`config.mk`:
```
export PLATFORM = sky130hd
export DESIGN_NAME = avg_encode_flat
export DESIGN_NICKNAME = d
export VERILOG_FILES = /design/src/rtl/avg_encode_pkg.sv /design/src/rtl/avg_encode_if.sv /design/src/rtl/avg_encode_pack.sv /design/src/rtl/avg_encode.sv /design/src/flat_wrapper.sv
export SDC_FILE = /design/constraint.sdc
export NUM_CORES = 1
export LEC_CHECK = 0
export BUFFER_PORTS_ARGS = -buffer_cell sky130_fd_sc_hd__clkbuf_2
export CORE_UTILIZATION = 40
export CTS_CLUSTER_DIAMETER = 30
export DETAILED_ROUTE_END_ITERATION = 10
export GPL_ROUTABILITY_DRIVEN = 0
export PLACE_DENSITY_LB_ADDON = 0.3
export RECOVER_POWER = 100
export SLEW_MARGIN = 20
export SYNTH_ARGS = -nofsm -noshare
export SYNTH_HDL_FRONTEND = slang
export SYNTH_SLANG_ARGS = --single-unit
```
`constraint.sdc`:
```
create_clock -name clk -period 5.61 [get_ports clk]
set_input_delay 0.2805 -clock clk [delete_from_list [all_inputs] [get_ports clk]]
set_output_delay 0.2805 -clock clk [all_outputs]
set_load 0.005 [all_outputs]
```
`src/rtl/avg_encode_pkg.sv`:
```
// Shared AVG definitions: instruction opcodes, encoder command codes and encoder FSM states.
// The AVG decoder imports the same opcodes, so both sides agree on the instruction format.
package avg_pkg;

   localparam logic [2:0] OP_VCTR = 3'b000;
   localparam logic [2:0] OP_HALT = 3'b001;
   localparam logic [2:0] OP_SVEC = 3'b010;
   localparam logic [2:0] OP_STAT = 3'b011;
   localparam logic [2:0] OP_SCAL = 3'b011;
   localparam logic [2:0] OP_CNTR = 3'b100;
   localparam logic [2:0] OP_JSR  = 3'b101;
   localparam logic [2:0] OP_RTS  = 3'b110;
   localparam logic [2:0] OP_JMP  = 3'b111;

   typedef enum logic [3:0] {
      CmdVec,
      CmdStat,
      CmdScal,
      CmdCntr,
      CmdJsr,
      CmdJmp,
      CmdRts,
      CmdHalt
   } avg_cmd_t;

   typedef enum logic [1:0] {
      StIdle,
      StWr0,
      StWr1
   } avg_enc_state_t;

endpackage

```
`src/rtl/avg_encode_if.sv`:
```
// Drawing-command handshake between the display-list builder and the AVG encoder.
interface avg_encode_if;
   import avg_pkg::*;

   logic               cmd_valid;
   logic               cmd_ready;
   avg_cmd_t           cmd_op;
   logic signed [12:0] cmd_dx;
   logic signed [12:0] cmd_dy;
   logic [2:0]         cmd_zfield;
   logic               cmd_force_long;
   logic [7:0]         cmd_z;
   logic [2:0]         cmd_color;
   logic [7:0]         cmd_lin;
   logic [2:0]         cmd_bin;
   logic [15:0]        cmd_addr;

   modport master (
      output cmd_valid, cmd_op, cmd_dx, cmd_dy, cmd_zfield, cmd_force_long,
             cmd_z, cmd_color, cmd_lin, cmd_bin, cmd_addr,
      input  cmd_ready
   );

   modport slave (
      input  cmd_valid, cmd_op, cmd_dx, cmd_dy, cmd_zfield, cmd_force_long,
             cmd_z, cmd_color, cmd_lin, cmd_bin, cmd_addr,
      output cmd_ready
   );

endinterface

```
`src/rtl/avg_encode_pack.sv`:
```
// Combinational packer: one drawing command into one or two AVG instruction words.
module avg_pack
   import avg_pkg::*;
(
   input  avg_cmd_t           op_i,
   input  logic signed [12:0] dx_i,
   input  logic signed [12:0] dy_i,
   input  logic [2:0]         zfield_i,
   input  logic               force_long_i,
   input  logic [7:0]         z_i,
   input  logic [2:0]         color_i,
   input  logic [7:0]         lin_i,
   input  logic [2:0]         bin_i,
   input  logic [12:0]        addr_i,
   output logic [15:0]        word0_o,
   output logic [15:0]        word1_o,
   output logic               long_o
);

   logic dx_short, dy_short, use_svec;

   // A delta fits in 5 signed bits when bits [12:4] are all sign copies.
   assign dx_short = (&dx_i[12:4]) | ~(|dx_i[12:4]);
   assign dy_short = (&dy_i[12:4]) | ~(|dy_i[12:4]);
   assign use_svec = dx_short & dy_short & ~force_long_i;

   always_comb begin
      word0_o = '0;
      word1_o = '0;
      long_o  = 1'b0;
      case (op_i)
         CmdVec: begin
            if (use_svec) begin
               word0_o = {OP_SVEC, dy_i[4:0], zfield_i, dx_i[4:0]};
            end else begin
               word0_o = {OP_VCTR, dy_i};
               word1_o = {zfield_i, dx_i};
               long_o  = 1'b1;
            end
         end
         CmdStat: word0_o = {OP_STAT, 1'b0, 1'b0, color_i, z_i};
         CmdScal: word0_o = {OP_SCAL, 1'b1, 1'b0, bin_i, lin_i};
         CmdJsr:  word0_o = {OP_JSR, addr_i};
         CmdJmp:  word0_o = {OP_JMP, addr_i};
         CmdCntr: word0_o = {OP_CNTR, 13'h0};
         CmdRts:  word0_o = {OP_RTS, 13'h0};
         default: word0_o = {OP_HALT, 13'h0};
      endcase
   end

endmodule

```
`src/rtl/avg_encode.sv`:
```
// AVG command encoder: accepts commands and writes packed instruction words into vector RAM.
module avg_encode
   import avg_pkg::*;
#(
   parameter int unsigned        ADDR_W = 12,
   parameter logic [ADDR_W-1:0]  LIMIT  = '1
) (
   input  logic              clk,
   input  logic              rst_n,
   input  logic              start,
   input  logic [ADDR_W-1:0] start_addr,
   avg_encode_if.slave       cmd,
   output logic              mem_we,
   output logic [ADDR_W-1:0] mem_addr,
   output logic [15:0]       mem_wdata,
   output logic [ADDR_W-1:0] wr_ptr,
   output logic              busy,
   output logic              overflow,
   output logic              err_align
);

   localparam logic [ADDR_W:0] PtrOne = 1;

   logic [15:0] pk_word0, pk_word1;
   logic        pk_long;

   avg_pack u_pack (
      .op_i         (cmd.cmd_op),
      .dx_i         (cmd.cmd_dx),
      .dy_i         (cmd.cmd_dy),
      .zfield_i     (cmd.cmd_zfield),
      .force_long_i (cmd.cmd_force_long),
      .z_i          (cmd.cmd_z),
      .color_i      (cmd.cmd_color),
      .lin_i        (cmd.cmd_lin),
      .bin_i        (cmd.cmd_bin),
      .addr_i       (cmd.cmd_addr[13:1]),
      .word0_o      (pk_word0),
      .word1_o      (pk_word1),
      .long_o       (pk_long)
   );

   logic unused_addr;
   assign unused_addr = ^cmd.cmd_addr[15:14];

   avg_enc_state_t    state_q, state_d;
   // One extra bit so a write at LIMIT = all-ones leaves the pointer past the end, not at zero.
   logic [ADDR_W:0]   wr_ptr_q, wr_ptr_d;
   logic [15:0]       word1_q, word1_d;
   logic              long_q, long_d;
   logic              mem_we_q, mem_we_d;
   logic [ADDR_W-1:0] mem_addr_q, mem_addr_d;
   logic [15:0]       mem_wdata_q, mem_wdata_d;
   logic              overflow_q, overflow_d;
   logic              err_align_q, err_align_d;
   logic              cmd_ready_q, cmd_ready_d;
   logic              busy_q, busy_d;
   logic              hs, fits, is_jump;

   always_comb begin
      hs      = cmd.cmd_valid & cmd_ready_q & ~start;
      fits    = (wr_ptr_q + {{ADDR_W{1'b0}}, pk_long}) <= {1'b0, LIMIT};
      is_jump = (cmd.cmd_op == CmdJsr) | (cmd.cmd_op == CmdJmp);

      state_d     = state_q;
      wr_ptr_d    = wr_ptr_q;
      word1_d     = word1_q;
      long_d      = long_q;
      mem_we_d    = 1'b0;
      mem_addr_d  = mem_addr_q;
      mem_wdata_d = mem_wdata_q;
      overflow_d  = overflow_q;
      err_align_d = 1'b0;

      if (start) begin
         state_d    = StIdle;
         wr_ptr_d   = {1'b0, start_addr};
         overflow_d = 1'b0;
      end else begin
         unique case (state_q)
            StIdle: begin
               if (hs) begin
                  err_align_d = is_jump & cmd.cmd_addr[0];
                  if (fits) begin
                     mem_we_d    = 1'b1;
                     mem_addr_d  = wr_ptr_q[ADDR_W-1:0];
                     mem_wdata_d = pk_word0;
                     word1_d     = pk_word1;
                     long_d      = pk_long;
                     wr_ptr_d    = wr_ptr_q + PtrOne;
                     state_d     = StWr0;
                  end else begin
                     overflow_d = 1'b1;
                  end
               end
            end
            StWr0: begin
               if (long_q) begin
                  mem_we_d    = 1'b1;
                  mem_addr_d  = wr_ptr_q[ADDR_W-1:0];
                  mem_wdata_d = word1_q;
                  wr_ptr_d    = wr_ptr_q + PtrOne;
                  state_d     = StWr1;
               end else begin
                  state_d = StIdle;
               end
            end
            StWr1:   state_d = StIdle;
            default: state_d = StIdle;
         endcase
      end

      busy_d      = (state_d != StIdle);
      cmd_ready_d = (state_d == StIdle);
   end

   always_ff @(posedge clk) begin
      if (!rst_n) begin
         state_q     <= StIdle;
         wr_ptr_q    <= '0;
         word1_q     <= '0;
         long_q      <= 1'b0;
         mem_we_q    <= 1'b0;
         mem_addr_q  <= '0;
         mem_wdata_q <= '0;
         overflow_q  <= 1'b0;
         err_align_q <= 1'b0;
         cmd_ready_q <= 1'b0;
         busy_q      <= 1'b0;
      end else begin
         state_q     <= state_d;
         wr_ptr_q    <= wr_ptr_d;
         word1_q     <= word1_d;
         long_q      <= long_d;
         mem_we_q    <= mem_we_d;
         mem_addr_q  <= mem_addr_d;
         mem_wdata_q <= mem_wdata_d;
         overflow_q  <= overflow_d;
         err_align_q <= err_align_d;
         cmd_ready_q <= cmd_ready_d;
         busy_q      <= busy_d;
      end
   end

   assign cmd.cmd_ready = cmd_ready_q;
   assign mem_we        = mem_we_q;
   assign mem_addr      = mem_addr_q;
   assign mem_wdata     = mem_wdata_q;
   assign wr_ptr        = wr_ptr_q[ADDR_W-1:0];
   assign busy          = busy_q;
   assign overflow      = overflow_q;
   assign err_align     = err_align_q;

endmodule

```
`src/flat_wrapper.sv`:
```
// flat-port wrapper written by rule: the top's interface ports become plain ports
module avg_encode_flat import avg_pkg::*;
#(
   parameter int unsigned        ADDR_W = 12,
   parameter logic [ADDR_W-1:0]  LIMIT  = '1
)
  (clk, rst_n, start, start_addr, mem_we, mem_addr, mem_wdata, wr_ptr, busy, overflow, err_align, cmd_cmd_valid, cmd_cmd_op, cmd_cmd_dx, cmd_cmd_dy, cmd_cmd_zfield, cmd_cmd_force_long, cmd_cmd_z, cmd_cmd_color, cmd_cmd_lin, cmd_cmd_bin, cmd_cmd_addr, cmd_cmd_ready);
  avg_encode_if cmd_i ();
  input  logic clk;
  input  logic rst_n;
  input  logic start;
  input  logic [ADDR_W-1:0] start_addr;
  output logic mem_we;
  output logic [ADDR_W-1:0] mem_addr;
  output logic [15:0] mem_wdata;
  output logic [ADDR_W-1:0] wr_ptr;
  output logic busy;
  output logic overflow;
  output logic err_align;
  input wire logic [$bits(cmd_i.cmd_valid)-1:0] cmd_cmd_valid;
  input wire logic [$bits(cmd_i.cmd_op)-1:0] cmd_cmd_op;
  input wire logic [$bits(cmd_i.cmd_dx)-1:0] cmd_cmd_dx;
  input wire logic [$bits(cmd_i.cmd_dy)-1:0] cmd_cmd_dy;
  input wire logic [$bits(cmd_i.cmd_zfield)-1:0] cmd_cmd_zfield;
  input wire logic [$bits(cmd_i.cmd_force_long)-1:0] cmd_cmd_force_long;
  input wire logic [$bits(cmd_i.cmd_z)-1:0] cmd_cmd_z;
  input wire logic [$bits(cmd_i.cmd_color)-1:0] cmd_cmd_color;
  input wire logic [$bits(cmd_i.cmd_lin)-1:0] cmd_cmd_lin;
  input wire logic [$bits(cmd_i.cmd_bin)-1:0] cmd_cmd_bin;
  input wire logic [$bits(cmd_i.cmd_addr)-1:0] cmd_cmd_addr;
  output wire logic [$bits(cmd_i.cmd_ready)-1:0] cmd_cmd_ready;
  assign cmd_i.cmd_valid = cmd_cmd_valid;
  assign cmd_i.cmd_op = cmd_cmd_op;
  assign cmd_i.cmd_dx = cmd_cmd_dx;
  assign cmd_i.cmd_dy = cmd_cmd_dy;
  assign cmd_i.cmd_zfield = cmd_cmd_zfield;
  assign cmd_i.cmd_force_long = cmd_cmd_force_long;
  assign cmd_i.cmd_z = cmd_cmd_z;
  assign cmd_i.cmd_color = cmd_cmd_color;
  assign cmd_i.cmd_lin = cmd_cmd_lin;
  assign cmd_i.cmd_bin = cmd_cmd_bin;
  assign cmd_i.cmd_addr = cmd_cmd_addr;
  assign cmd_cmd_ready = cmd_i.cmd_ready;
  avg_encode #(.ADDR_W(ADDR_W), .LIMIT(LIMIT)) u_core (.clk(clk), .rst_n(rst_n), .start(start), .start_addr(start_addr), .cmd(cmd_i), .mem_we(mem_we), .mem_addr(mem_addr), .mem_wdata(mem_wdata), .wr_ptr(wr_ptr), .busy(busy), .overflow(overflow), .err_align(err_align));
endmodule
```
==> out/results.ini <==
[status]
outcome = finished, violations left
violations = design-rule violations, max-capacitance violations, max-slew violations

[yosys]
synth_edf_count = 0
synth_warnings = 0
ys_top_cells_by_area = dfxtp_1 36%, o21ai_0 5.2%, a22oi_1 5.1%
yosys.area.top_type = dfxtp_1
syn_nets = 533
post_synth.cell_area_avg_um2 = 8.272
syn_inst = 442
synth-async-reset-ratio_pct = 0
ys_seq_area_share_pct = 35.59
synthDominantCellAreaShare_pct = 35.59
synth_flop_cell = dfxtp_1
synth-seq-cells = 65
syn-cell-area_um2 = 3656
ys_types = 53

[cts]
cts_tree = done
cts_hold_buf = 0
clkLatencyLatePin_ps = 340
cts_setup_buffers = 0
clock_path_buffers = 2
ctsRootBufferMaster = clkbuf_8
cts_sinks = 65
h-tree-depth = 3
cts-resized-gates = 0
cts_buffers = 9
path_clk_slew_ps = 70

[layout]
area_growth_pct = 20.23
num-fill-cells = 875
layout_common_cells = 107 x clkbuf_2, 65 x dfxtp_1, 43 x nand2_1
diodes = 0
drive_gt1_share_pct = 27.16
nets = 632
final_common_cell = clkbuf_2

[routing]
route.detailed.drc = 14
totalWireLength_mm = 11.23
drtIter0Drc = 275
vias_per_cell = 5.979
wire_per_inst_um = 17.20
first_pass_iters = 8
antenna_left = 0
vias = 3904

[global_route]
grt_overflow = 0
grt_max_degree = 39
grt_pass1_vias = 3602
grt_first_pass_wirelength_mm = 18.14
antenna_found_initial = 0
grt_usage_pct = 23.99

[floorplan]
die_y_um = 97.61
design.core.area_um2 = 8806
fp.dieW_um = 97.61
start_util_pct = 41.52
std_cell_rows = 34
ioPinCount = 133
dieArea_um2 = 9527

[timing]
clock.fmax_ghz = 0.2297
tns_ps = 0
setup_viol = 0
drv_slew = 36
holdWs_ps = 177.9
worstMarginPinSlew_ps = 1592
maxSlewHeadroom_pct = -6.161
finalCritPeriodShare_pct = 77.61
skew_ps = 12.46
hold_viol = 0
period_needed_ps = 4354
rsz0062_at_grt = no

[min_path]
hold_path_depth = 2
min_to = u_core.word1_q[3]
hp-start = cmd_cmd_dx[3]
hp-class = input port to flop

[critical_path]
path_max_fanout = 38
r2r_start = u_core.wr_ptr_q[0]
crit_slowest_cell = mux2_1
startpoint_type = input port
reg2reg_depth = 8
worst_path_dominant_cell_family = simple AND/OR/NAND/NOR gates
critPathMaxStageDelay_ps = 1040
crit_chain = clkbuf_1, or4_1, nor4_1, o22a_1, clkbuf_1, nor2_1, ha_1, ha_1, inv_1, nor4_1, mux2_1, nor2_1, buf_4, a22o_1
critPathRequiredTime_ps = 5850
crit_type = input port to flop
rr_endpoint = u_core.word1_q[5]
end_kind = flop
r2r_slack_ps = 1780
arrival_ps = 4590
path_depth = 14
critPathBufInv = 4

[power]
ir_drop_v = 0.0001089
p_leak_nw = 1.720
pwr_density_cell_nw_per_um2 = 236.6

[placement]
dpl.hpwl_mm = 7.987
io_buffers = 130

[job]
cap_violations = 1

-- metal layers --
metal	vias up	share of wire, %	GRT usage [%]
met5	-	0	0
met4	0	2.3	8.625
met3	20	6.5	4.388
met2	180	48	40.37
met1	1837	43	30.57
li1	1867	-	-
-- synth_stat cells (all sizes together) (2+ instances only) --
cell type and count:
nand3 26, nor2 17, a211o 2, a32oi 3
a22o 16, a21oi 18, nor4 12, nand4 7
nor3 7, clkbuf 27, nor3b 4, a22oi 25
a211oi 6, nor2b 5, dfxtp 65, nand3b 3
ha 3, a21o 2, or4 2, o31ai 12
buf 23, mux2i 3, xor2 2, o21ai 38
a311oi 3, a31oi 13, inv 9, a2111oi 5
nand2 43, mux2 14, or3 3, or2 3
and3 5, o211ai 5
-- where the power goes --
part	internal [mW]	switching, mW
logic	0.0591	0.0777
registers	0.477	0.0208
clock network	0.226	0.179
total	0.762	0.277
-- layout make-up --
class	count	area [um2]	area share [%]
multi-input cells	318	2052	46.68
flip-flops and latches	65	1301	29.60
repair buffers	138	678.2	15.43
clock buffers	12	155.1	3.530
well taps	108	135.1	3.074
clock inverters	3	40.04	0.9109
inverters	9	33.78	0.7686
-- worst max-delay path by stage --
stage,to,slack (ps),from
2_1_floorplan,u_core.mem_addr[10],2230,cmd_cmd_dx[9]
3_3_place_gp,u_core.word1_q[5],1870,cmd_cmd_dx[9]
3_5_place_dp,u_core.word1_q[9],1860,cmd_cmd_dx[9]
4_1_cts,u_core.word1_q[10],2210,cmd_cmd_dx[9]
5_1_grt,u_core.word1_q[4],1000,cmd_cmd_dx[9]
6_report,u_core.word1_q[5],1260,cmd_cmd_dx[9]
-- stage by stage --
step / util (%) / area, um2 / power [mW] / std cells / setup slack [ps]
after detailed placement: 48.31 / 4254 / 0.6467 / 638 / 1860
after global routing: 49.91 / 4395 / 1.084 / 653 / 1002
after CTS: 50.53 / 4449 / 1.048 / 653 / 2212
final: 49.91 / 4395 / 1.040 / 653 / 1256
after floorplan: - / 3656 / 0.5812 / 442 / 2228
after global placement: 48.31 / 4254 / 0.6439 / 638 / 1870
-- registers in the layout (all words and copies together) (netlist names) --
name,flops
u_core.busy,1
u_core.cmd.cmd_ready,1
u_core.err_align,1
u_core.long_q,1
u_core.mem_addr,12
u_core.mem_wdata,16
u_core.mem_we,1
u_core.overflow,1
u_core.state_q,2
u_core.word1_q,16
u_core.wr_ptr_q,13
-- cells by family (layout without fill, tap and decap cells) --
family | Yosys count | in the layout | share of synthesized area (%)
xor gates and xnor gates | 3 | 3 | 0.7188
AOI/OAI and AO/OA | 154 | 154 | 28.85
muxes | 17 | 17 | 5.236
and+or+nand+nor | 141 | 141 | 20.70
buffers and inverters | 59 | 162 | 7.871
adders and majority gates | 3 | 3 | 1.027
DFF | 65 | 65 | 35.59
No activity file was read; power rests on OpenSTA's default activity.
